**src/rtl/apb_pkg.sv**
```systemverilog
// Shared APB definitions: FSM state encoding, PPROT bit constants and
// the data-width legality check used by the apbmaster slice.
package apb_pkg;

    typedef enum logic [1:0] {
        IDLE,
        SETUP,
        ACCESS
    } apb_state_t;

    localparam logic [2:0] PPROT_PRIV   = 3'b001;
    localparam logic [2:0] PPROT_NONSEC = 3'b010;
    localparam logic [2:0] PPROT_INSTR  = 3'b100;

    function automatic bit apb_dw_legal(input int unsigned dw);
        return (dw == 8) || (dw == 16) || (dw == 32) || (dw == 64);
    endfunction

endpackage

```
**src/rtl/apbmaster_if.sv**
```systemverilog
// Request port plus APB bus of the apbmaster. The master modport is the
// initiator's view; the slave modport is the requester/completer side.
interface apbmaster_if #(
    parameter int C_APB_ADDR_WIDTH = 12,
    parameter int C_APB_DATA_WIDTH = 32
);
    logic                            i_valid;
    logic                            o_ready;
    logic [C_APB_ADDR_WIDTH-1:0]     i_addr;
    logic                            i_write;
    logic [C_APB_DATA_WIDTH-1:0]     i_wdata;
    logic [C_APB_DATA_WIDTH/8-1:0]   i_wstrb;
    logic [2:0]                      i_prot;
    logic                            o_rvalid;
    logic [C_APB_DATA_WIDTH-1:0]     o_rdata;
    logic                            o_err;

    logic                            PSEL;
    logic                            PENABLE;
    logic                            PWRITE;
    logic [C_APB_ADDR_WIDTH-1:0]     PADDR;
    logic [C_APB_DATA_WIDTH-1:0]     PWDATA;
    logic [C_APB_DATA_WIDTH/8-1:0]   PWSTRB;
    logic [2:0]                      PPROT;
    logic                            PREADY;
    logic                            PSLVERR;
    logic [C_APB_DATA_WIDTH-1:0]     PRDATA;

    modport master (
        input  i_valid, i_addr, i_write, i_wdata, i_wstrb, i_prot,
        output o_ready, o_rvalid, o_rdata, o_err,
        output PSEL, PENABLE, PWRITE, PADDR, PWDATA, PWSTRB, PPROT,
        input  PREADY, PSLVERR, PRDATA
    );

    modport slave (
        output i_valid, i_addr, i_write, i_wdata, i_wstrb, i_prot,
        input  o_ready, o_rvalid, o_rdata, o_err,
        input  PSEL, PENABLE, PWRITE, PADDR, PWDATA, PWSTRB, PPROT,
        output PREADY, PSLVERR, PRDATA
    );

endinterface

```
**src/rtl/apbmaster.sv**
```systemverilog
// Single-outstanding APB4 initiator: valid/ready request in, APB setup/access
// phases out, one registered response pulse per accepted request.
module apbmaster
    import apb_pkg::*;
#(
    parameter int C_APB_ADDR_WIDTH = 12,
    parameter int C_APB_DATA_WIDTH = 32,
    parameter int OPT_TIMEOUT      = 0
) (
    input  logic        PCLK,
    input  logic        PRESET,
    apbmaster_if.master bus
);
    localparam int AW = C_APB_ADDR_WIDTH;
    localparam int DW = C_APB_DATA_WIDTH;
    localparam int SW = DW / 8;
    localparam int TW = (OPT_TIMEOUT > 0) ? $clog2(OPT_TIMEOUT + 1) : 1;
    localparam logic [TW-1:0] TO_LAST = (OPT_TIMEOUT > 0) ? TW'(OPT_TIMEOUT - 1) : '0;
    localparam logic [TW-1:0] TO_MAX  = (OPT_TIMEOUT > 0) ? TW'(OPT_TIMEOUT) : '0;
    localparam bit DW_OK = apb_dw_legal(DW);

    apb_state_t state, state_nx;
    logic          ready, accept, complete, timeout_hit;
    logic [TW-1:0] tcnt;
    logic [AW-1:0] paddr;
    logic          pwrite;
    logic [DW-1:0] pwdata;
    logic [SW-1:0] pwstrb;
    logic [2:0]    pprot;
    logic          rvalid, err;
    logic [DW-1:0] rdata;

    always_ff @(posedge PCLK) begin
        if (PRESET) state <= IDLE;
        else        state <= state_nx;
    end

    always_comb begin
        state_nx    = state;
        ready       = 1'b0;
        accept      = 1'b0;
        complete    = 1'b0;
        timeout_hit = 1'b0;
        case (state)
            IDLE: begin
                ready = 1'b1;
                if (bus.i_valid) begin
                    accept   = 1'b1;
                    state_nx = SETUP;
                end
            end
            SETUP: state_nx = ACCESS;
            ACCESS: begin
                if (bus.PREADY) begin
                    ready    = 1'b1;
                    complete = 1'b1;
                    if (bus.i_valid) begin
                        accept   = 1'b1;
                        state_nx = SETUP;
                    end else begin
                        state_nx = IDLE;
                    end
                // Fires on the Nth stalled ACCESS cycle, so the response lands
                // one cycle later together with PSEL dropping.
                end else if ((OPT_TIMEOUT > 0) && (tcnt == TO_LAST)) begin
                    timeout_hit = 1'b1;
                    state_nx    = IDLE;
                end
            end
            default: state_nx = IDLE;
        endcase
    end

    always_ff @(posedge PCLK) begin
        if (PRESET) begin
            paddr  <= '0;
            pwrite <= 1'b0;
            pwdata <= '0;
            pwstrb <= '0;
            pprot  <= '0;
            rvalid <= 1'b0;
            err    <= 1'b0;
            rdata  <= '0;
            tcnt   <= '0;
        end else begin
            if (accept) begin
                paddr  <= bus.i_addr;
                pwrite <= bus.i_write;
                pwdata <= bus.i_wdata;
                pwstrb <= bus.i_write ? bus.i_wstrb : '0;
                pprot  <= bus.i_prot;
            end
            rvalid <= complete | timeout_hit;
            if (complete) begin
                err <= bus.PSLVERR;
                if (!pwrite) rdata <= bus.PRDATA;
            end else if (timeout_hit) begin
                err   <= 1'b1;
                rdata <= '0;
            end
            if (state == SETUP) begin
                tcnt <= '0;
            end else if ((state == ACCESS) && !bus.PREADY && (tcnt != TO_MAX)) begin
                tcnt <= tcnt + TW'(1);
            end
        end
    end

    assign bus.o_ready  = ready;
    assign bus.o_rvalid = rvalid;
    assign bus.o_rdata  = rdata;
    assign bus.o_err    = err;
    assign bus.PSEL     = (state != IDLE);
    assign bus.PENABLE  = (state == ACCESS);
    assign bus.PWRITE   = pwrite;
    assign bus.PADDR    = paddr;
    assign bus.PWDATA   = pwdata;
    assign bus.PWSTRB   = pwstrb;
    assign bus.PPROT    = pprot;

    a_dw_legal: assert property (@(posedge PCLK) DW_OK);

    a_penable_psel: assert property (@(posedge PCLK) disable iff (PRESET)
        bus.PENABLE |-> bus.PSEL);

    a_access_stable: assert property (@(posedge PCLK) disable iff (PRESET)
        (state == ACCESS && !bus.PREADY && !timeout_hit) |=>
            (state == ACCESS) && $stable({bus.PADDR, bus.PWRITE, bus.PWDATA, bus.PWSTRB, bus.PPROT}));

endmodule

```
**src/flat_wrapper.sv**
```systemverilog
// flat-port wrapper written by rule: the top's interface ports become plain ports
module apbmaster_flat import apb_pkg::*;
#(
    parameter int C_APB_ADDR_WIDTH = 12,
    parameter int C_APB_DATA_WIDTH = 32,
    parameter int OPT_TIMEOUT      = 0
)
  (PCLK, PRESET, bus_i_valid, bus_i_addr, bus_i_write, bus_i_wdata, bus_i_wstrb, bus_i_prot, bus_o_ready, bus_o_rvalid, bus_o_rdata, bus_o_err, bus_PSEL, bus_PENABLE, bus_PWRITE, bus_PADDR, bus_PWDATA, bus_PWSTRB, bus_PPROT, bus_PREADY, bus_PSLVERR, bus_PRDATA);
  apbmaster_if #(.C_APB_ADDR_WIDTH(C_APB_ADDR_WIDTH), .C_APB_DATA_WIDTH(C_APB_DATA_WIDTH)) bus_i ();
  input  logic PCLK;
  input  logic PRESET;
  input wire logic [$bits(bus_i.i_valid)-1:0] bus_i_valid;
  input wire logic [$bits(bus_i.i_addr)-1:0] bus_i_addr;
  input wire logic [$bits(bus_i.i_write)-1:0] bus_i_write;
  input wire logic [$bits(bus_i.i_wdata)-1:0] bus_i_wdata;
  input wire logic [$bits(bus_i.i_wstrb)-1:0] bus_i_wstrb;
  input wire logic [$bits(bus_i.i_prot)-1:0] bus_i_prot;
  output wire logic [$bits(bus_i.o_ready)-1:0] bus_o_ready;
  output wire logic [$bits(bus_i.o_rvalid)-1:0] bus_o_rvalid;
  output wire logic [$bits(bus_i.o_rdata)-1:0] bus_o_rdata;
  output wire logic [$bits(bus_i.o_err)-1:0] bus_o_err;
  output wire logic [$bits(bus_i.PSEL)-1:0] bus_PSEL;
  output wire logic [$bits(bus_i.PENABLE)-1:0] bus_PENABLE;
  output wire logic [$bits(bus_i.PWRITE)-1:0] bus_PWRITE;
  output wire logic [$bits(bus_i.PADDR)-1:0] bus_PADDR;
  output wire logic [$bits(bus_i.PWDATA)-1:0] bus_PWDATA;
  output wire logic [$bits(bus_i.PWSTRB)-1:0] bus_PWSTRB;
  output wire logic [$bits(bus_i.PPROT)-1:0] bus_PPROT;
  input wire logic [$bits(bus_i.PREADY)-1:0] bus_PREADY;
  input wire logic [$bits(bus_i.PSLVERR)-1:0] bus_PSLVERR;
  input wire logic [$bits(bus_i.PRDATA)-1:0] bus_PRDATA;
  assign bus_i.i_valid = bus_i_valid;
  assign bus_i.i_addr = bus_i_addr;
  assign bus_i.i_write = bus_i_write;
  assign bus_i.i_wdata = bus_i_wdata;
  assign bus_i.i_wstrb = bus_i_wstrb;
  assign bus_i.i_prot = bus_i_prot;
  assign bus_o_ready = bus_i.o_ready;
  assign bus_o_rvalid = bus_i.o_rvalid;
  assign bus_o_rdata = bus_i.o_rdata;
  assign bus_o_err = bus_i.o_err;
  assign bus_PSEL = bus_i.PSEL;
  assign bus_PENABLE = bus_i.PENABLE;
  assign bus_PWRITE = bus_i.PWRITE;
  assign bus_PADDR = bus_i.PADDR;
  assign bus_PWDATA = bus_i.PWDATA;
  assign bus_PWSTRB = bus_i.PWSTRB;
  assign bus_PPROT = bus_i.PPROT;
  assign bus_i.PREADY = bus_PREADY;
  assign bus_i.PSLVERR = bus_PSLVERR;
  assign bus_i.PRDATA = bus_PRDATA;
  apbmaster #(.C_APB_ADDR_WIDTH(C_APB_ADDR_WIDTH), .C_APB_DATA_WIDTH(C_APB_DATA_WIDTH), .OPT_TIMEOUT(OPT_TIMEOUT)) u_core (.PCLK(PCLK), .PRESET(PRESET), .bus(bus_i));
endmodule
```
**config.mk**
```make
export PLATFORM = sky130hd
export DESIGN_NAME = apbmaster_flat
export DESIGN_NICKNAME = d
export VERILOG_FILES = /design/src/rtl/apb_pkg.sv /design/src/rtl/apbmaster_if.sv /design/src/rtl/apbmaster.sv /design/src/flat_wrapper.sv
export SDC_FILE = /design/constraint.sdc
export NUM_CORES = 1
export LEC_CHECK = 0
export ABC_AREA = 1
export CORE_MARGIN = 5
export CORE_UTILIZATION = 35
export CTS_BUF_LIST = sky130_fd_sc_hd__clkbuf_4 sky130_fd_sc_hd__clkbuf_8
export CTS_CLUSTER_DIAMETER = 100
export DETAILED_ROUTE_END_ITERATION = 8
export GPL_ROUTABILITY_DRIVEN = 0
export MAX_ROUTING_LAYER = met4
export PLACE_DENSITY = 0.71
export SYNTH_ARGS = -nofsm -noshare
export SYNTH_HDL_FRONTEND = slang
export SYNTH_SLANG_ARGS = --single-unit
```
**constraint.sdc**
```tcl
create_clock -name PCLK -period 1.6 [get_ports PCLK]
set_input_delay 0.32 -clock PCLK [delete_from_list [all_inputs] [get_ports PCLK]]
set_output_delay 0.32 -clock PCLK [all_outputs]
set_load 0.03 [all_outputs]
```
==> results of run 1 <==
## flip-flops by register name (all words and copies together) (netlist names)
| register | flops |
|---|---|
| u_core.bus.o_rdata | 32 |
| u_core.bus.PWDATA | 32 |
| u_core.bus.PPROT | 3 |
| u_core.bus.PWRITE | 1 |
| u_core.state | 2 |
| u_core.bus.PWSTRB | 4 |
| u_core.bus.PADDR | 12 |
| u_core.bus.o_rvalid | 1 |
| u_core.bus.o_err | 1 |
## logic make-up (layout without fill, tap and decap cells)
logic type	Yosys count	in the layout	synth area share
simple gates	249	249	0.3278
compound gates	54	54	0.07469
flops	88	88	0.4869
other cells	0	1	0
buf+inv	75	249	0.1107
## final timing paths
kind / startpoint / to / slack (ns) / depth (start not counted)
worst max-delay path: u_core.state[0]$_SDFFE_PP0P_ / bus_o_ready / 0.08 / 4
worst min-delay path: PRESET / u_core.bus.o_rdata[7]$_SDFFE_PP0P_ / 0.41 / 4
worst max register to register: u_core.state[0]$_SDFFE_PP0P_ / u_core.bus.PWDATA[9]$_SDFFE_PP0P_ / 0.37 / 4
worst min register to register: u_core.bus.PWDATA[16]$_SDFFE_PP0P_ / u_core.bus.PWDATA[16]$_SDFFE_PP0P_ / 0.46 / 2
## power by group
group	internal [mW]	total (mW)	switching [mW]
clock network	0.725	1.52	0.796
logic	0.484	1.13	0.643
registers	2.31	2.38	0.0666
total	3.52	5.03	1.51
## worst max-delay path, stage by stage, from the launching register on
cell and delay, ns:
dfxtp_4 0.39, inv_2 0.09, nand3_4 0.10, nand2_1 0.11, buf_4 0.17
## cells in the final DEF, fill, tap and decap left out, types with 2 or more instances in the layout
| master | synthesis | routed |
|---|---|---|
| nand2_1 | 91 | 91 |
| clkdlybuf4s50_1 | 0 | 86 |
| dlygate4sd2_1 | 0 | 86 |
| dfxtp_1 | 88 | 86 |
| nor2_1 | 60 | 60 |
| a21oi_1 | 53 | 53 |
| nand3_1 | 49 | 49 |
| inv_1 | 35 | 35 |
| nand4_1 | 32 | 32 |
| buf_4 | 7 | 14 |
| clkbuf_8 | 0 | 9 |
| buf_12 | 0 | 8 |
| nor2_2 | 7 | 7 |
| nand3b_1 | 4 | 4 |
| inv_2 | 3 | 3 |
| clkinv_2 | 0 | 3 |
| nor2_8 | 2 | 2 |
| clkinv_4 | 0 | 2 |
## area by class of cell
class / count / share of cell area
diodes: 1 / 0.0004454
multi-input cells: 303 / 0.2592
flip-flops and latches: 88 / 0.3145
inverters: 38 / 0.02539
clock buffers: 9 / 0.02205
repair buffers: 195 / 0.3354
clock inverters: 7 / 0.01269
well taps: 136 / 0.03029
## per-layer routing
metal / vias to the layer above / part of all wire
li1: 1851 / -
met1: 1637 / 0.43
met2: 127 / 0.48
met3: 17 / 0.069
met4: 0 / 0.019
met5: - / 0
## repair_timing
item                       4_1_cts  5_1_grt
resized for setup               87        2
pin swaps                        0        0
setup endpoints to repair       87        2
gates cloned                     0        0
==> impl_metrics.json, run 1 <==
{
  "cts_tree": "built",
  "clockBufferDepth": 2,
  "hold_buffers": 0,
  "grt_first_pass_wirelength_mm": 17.49,
  "pre_cts_ws_ns": -0.1878,
  "multi_input_area_um2": 1456,
  "ys_seq_area_frac": 0.4869,
  "synth_cells": 466,
  "path_clk_slew_ns": 0.09,
  "end_kind": "primary output",
  "ir_drop_v": 0.0004083,
  "cts_buffers": 9,
  "regArea_um2": 1767,
  "setup_viol": 0,
  "cts_root_buf": "clkbuf_8",
  "hold_ws_ns": 0.4051,
  "met1_usage": 0.2060,
  "num_rows": 37,
  "syn_avg_cell_area_um2": 7.765,
  "period_share": 0.9481,
  "antenna_found_initial": 0,
  "drc": 0,
  "routed_wl_mm": 10.73,
  "nets": 724,
  "area.growth.synth_to_final_pct": 55.26,
  "drive_gt1_frac": 0.08906,
  "ant_nets": 0,
  "synth_fp_nets": 555,
  "min-delay-path-class": "in2reg",
  "grt.met2_usage": 0.2802,
  "dieWidth_um": 111.7,
  "clk_latency_ns": 0.34,
  "yosys_warnings": 0,
  "synth_cell_types": 22,
  "power_density_nw_per_um2": 894.7,
  "synth.most_common_cell": "nand2_1",
  "critPathKind": "reg2out",
  "start_util": 0.3553,
  "fin_skew_ns": 0.01230,
  "nFillCells": 983,
  "crit_required_ns": 1.28,
  "ys_top_cells_by_area": "dfxtp_1, nand2_1, a21oi_1",
  "timing.fmax_mhz": 659.2,
  "grt_max_degree": 56,
  "drv_slew": 0,
  "die_area_um2": 12470,
  "rsz0062_at_grt": "false",
  "tightest_slew_ns": 0.5932,
  "synth_area_um2": 3618,
  "placed_area_um2": 5523,
  "fin_crit_ns": 1.517,
  "setup_slack_ns": 0.08308,
  "finalInstanceArea_um2": 5618,
  "synth-seq-cells": 88,
  "avgRoutedWirePerCell_um": 13.81,
  "grt_pass1_vias": 3631,
  "vias": 3632,
  "ys_async_sr_fraction": 0,
  "crit_fanout": 3,
  "firstDrtPassIters": 4,
  "h-tree-depth": 3,
  "die_h_um": 111.7,
  "fin_cells": 777,
  "grt_use_total": 0.1734,
  "yosys.area.top_type": "dfxtp_1",
  "fin_tns_setup_ns": 0,
  "hold_violations": 0,
  "drv_cap": 0,
  "cts_setup_buffers": 0,
  "fin_total_pwr_mw": 5.027,
  "core_area_um2": 10180,
  "dp.cells": 760,
  "routed_via_density": 4.674,
  "num_io_pins": 178,
  "leakagePower_nw": 2.642,
  "drtIter0Drc": 227,
  "ys.flop_type": "dfxtp_1",
  "synth_top_area_frac": 0.4869,
  "grt_busiest_layer": "met2",
  "overflow": 0,
  "status": "completed",
  "synth_edf_count": 0,
  "cp.arrival_ns": 1.20,
  "synth_commonest_cells": "nand2_1, dfxtp_1, nor2_1",
  "dp_hpwl_mm": 7.904,
  "worstSetupStartpointType": "flip-flop",
  "cts.sinks": 88,
  "slew_headroom": 0.6046,
  "fin_util": 0.5516,
  "grtUsageMet3": 0.05054,
  "portBuffers": 177
}
(Power assumes the default switching activity.)
==> run 2, diff against run 1 <==
--- a/config.mk
+++ b/config.mk
@@ -6,14 +6,17 @@
 export NUM_CORES = 1
 export LEC_CHECK = 0
 export ABC_AREA = 1
+export CELL_PAD_IN_SITES_DETAIL_PLACEMENT = 0
+export CELL_PAD_IN_SITES_GLOBAL_PLACEMENT = 1
 export CORE_MARGIN = 5
-export CORE_UTILIZATION = 35
+export CORE_UTILIZATION = 29
 export CTS_BUF_LIST = sky130_fd_sc_hd__clkbuf_4 sky130_fd_sc_hd__clkbuf_8
 export CTS_CLUSTER_DIAMETER = 100
 export DETAILED_ROUTE_END_ITERATION = 8
 export GPL_ROUTABILITY_DRIVEN = 0
 export MAX_ROUTING_LAYER = met4
-export PLACE_DENSITY = 0.71
+export PLACE_DENSITY_LB_ADDON = 0.1
+export SETUP_SLACK_MARGIN = 0.3
 export SYNTH_ARGS = -nofsm -noshare
 export SYNTH_HDL_FRONTEND = slang
 export SYNTH_SLANG_ARGS = --single-unit
==> run 2 against run 1 <==
Critical path depth unchanged. Total power up 5.3%. Sequential cell count unchanged. Clock-buffer cell count up 4. Register-to-register slack worse by 0.06 ns. Final cell count up 6.7%. Core utilization down 7.3 points. Final area up 3.1%. Die area up 19%. Combinational power up 13%. Maximum frequency up 8.4%. Via count up 3.6%.
==> impl_metrics.json, run 2 (synthesized netlist as in run 1, its figures left out) <==
{
  "setup_viol": 0,
  "vias": 3763,
  "crit_fanout": 3,
  "clockBufferDepth": 2,
  "nets": 745,
  "setup_slack_ns": 0.2002,
  "die_h_um": 121.7,
  "rsz0062_at_grt": "true",
  "fin_util": 0.4782,
  "drv_slew": 0,
  "final_common_cell": "clkdlybuf4s50_1",
  "pre_cts_ws_ns": -0.1540,
  "dp_hpwl_mm": 8.181,
  "start_util": 0.2988,
  "leakagePower_nw": 2.590,
  "min-delay-path-class": "in2reg",
  "end_kind": "primary output",
  "critPathLaunch": "u_core.state[1]$_SDFFE_PP0P_",
  "period_share": 0.8749,
  "internal_power_mw": 3.709,
  "routed_via_density": 4.539,
  "n_antenna_cell": 0,
  "antenna_found_initial": 0,
  "cts.sinks": 88,
  "grt_use_total": 0.1650,
  "slew_headroom": 0.5643,
  "area.growth.synth_to_final_pct": 60.06,
  "swShare": 0.2996,
  "fin_skew_ns": 0.007884,
  "fin_crit_ns": 1.400,
  "fin_tns_setup_ns": 0,
  "die_area_um2": 14810,
  "critPathKind": "reg2out",
  "grt_first_pass_wirelength_mm": 18.77,
  "clk_latency_ns": 0.36,
  "routed-wl-met3_um": 820,
  "dp.cells": 793,
  "worstSetupStartpointType": "flip-flop",
  "r2r_start": "u_core.state[0]$_SDFFE_PP0P_",
  "hold_violations": 0,
  "combPwrFrac": 0.243,
  "num_rows": 40,
  "grt_pass1_vias": 3646,
  "overflow": 0,
  "h-tree-depth": 3,
  "hold_buffers": 0,
  "cts_tree": "built",
  "routed_wl_mm": 12.52,
  "clockPowerShare": 0.308,
  "hold_ws_ns": 0.3780,
  "power_frac_seq": 0.449,
  "ir_drop_v": 0.0005200,
  "drtIter0Drc": 231,
  "fin_cells": 829,
  "cp.arrival_ns": 1.08,
  "path_clk_slew_ns": 0.09,
  "num_io_pins": 178,
  "reg2reg_depth": 6,
  "drc": 0,
  "drv_cap": 0,
  "drive_gt1_frac": 0.2784,
  "portBuffers": 177,
  "dieWidth_um": 121.7,
  "tightest_slew_ns": 0.6536,
  "highest_layer": "met4",
  "crit_required_ns": 1.28,
  "status": "completed",
  "p_sw_mw": 1.586,
  "firstDrtPassIters": 4,
  "ant_nets": 0,
  "hold_depth": 4,
  "avgRoutedWirePerCell_um": 15.10,
  "cts_buffers": 9,
  "final_cell_mix": "clkdlybuf4s50_1, dfxtp_1, nand2_1",
  "power_density_nw_per_um2": 914.2,
  "core_area_um2": 12110,
  "hp-start": "PRESET",
  "route.layer.met1.wl_mm": 5.621,
  "cts_root_buf": "clkbuf_8",
  "timing.fmax_mhz": 714.4,
  "grt_max_degree": 56,
  "wl_met2_mm": 5.739
}
run 2: cell types whose count changed in the layout (fill, tap and decap cells not counted), moves of 9 or more:
cell	previous run	this run
buf_2	1	76
buf_6	0	9
dlygate4sd2_1	86	1
nand2_1	91	81
nand2_2	0	9
run 2: critical path, cell delays in order, from the launching register on:
cell and delay [ns]:
dfxtp_4 0.37, inv_4 0.08, nand2_4 0.06, nand2_2 0.07, buf_6 0.13
run 2: final timing paths:
check	endpoint	slack [ns]
max	bus_o_ready	0.20
min	u_core.bus.o_rdata[1]$_SDFFE_PP0P_	0.38
max reg2reg	u_core.bus.PWDATA[14]$_SDFFE_PP0P_	0.31
min reg2reg	u_core.bus.PWDATA[12]$_SDFFE_PP0P_	0.46
run 2: metal layers:
| layer | vias up | track usage |
|---|---|---|
| li1 | 1900 | - |
| met1 | 1707 | 0.2089 |
| met2 | 133 | 0.2494 |
| met3 | 23 | 0.04550 |
| met4 | 0 | 0.06653 |
| met5 | - | - |
run 2: cell type report:
type                       count  area (um2)
tap                          168       210.2
inverter                      38       150.1
multi-input combinational    309        1648
clock buffer                  13       166.4
timing repair buffer         210        1807
clock inverter                 3       40.04
sequential                    88        1770
fill                        1266        6320
run 2: power by group through the flow:
stage               sequential, mW  combinational (mW)  clock, mW
floorplan                     2.66               0.418          0
global placement              2.43                1.22          0
detailed placement            2.43                1.23          0
CTS                           2.38                1.18       1.70
global route                  2.40                1.38       1.79
finish                        2.38                1.28       1.63
run 2: timing repair:
item                       CTS  global route
pin swaps                    4            20
setup endpoints to repair  142            79
setup buffers                7             5
gates resized for setup    437            56
cloned                       2             6
run 2: per-stage QoR:
step | power (mW) | area, um2
final | 5.295 | 5792
after global routing | 5.572 | 5792
after CTS | 5.256 | 5499
after detailed placement | 3.661 | 5575
after global placement | 3.654 | 5575
after floorplan | 3.081 | 3623
==> run 3, diff against run 2 <==
--- a/config.mk
+++ b/config.mk
@@ -17,6 +17,7 @@
 export MAX_ROUTING_LAYER = met4
 export PLACE_DENSITY_LB_ADDON = 0.1
 export SETUP_SLACK_MARGIN = 0.3
+export SLEW_MARGIN = 0
 export SYNTH_ARGS = -nofsm -noshare
 export SYNTH_HDL_FRONTEND = slang
 export SYNTH_SLANG_ARGS = --single-unit
==> results of run 3 <==
No change in the layout: final DEF, timing and power equal those of run 2.
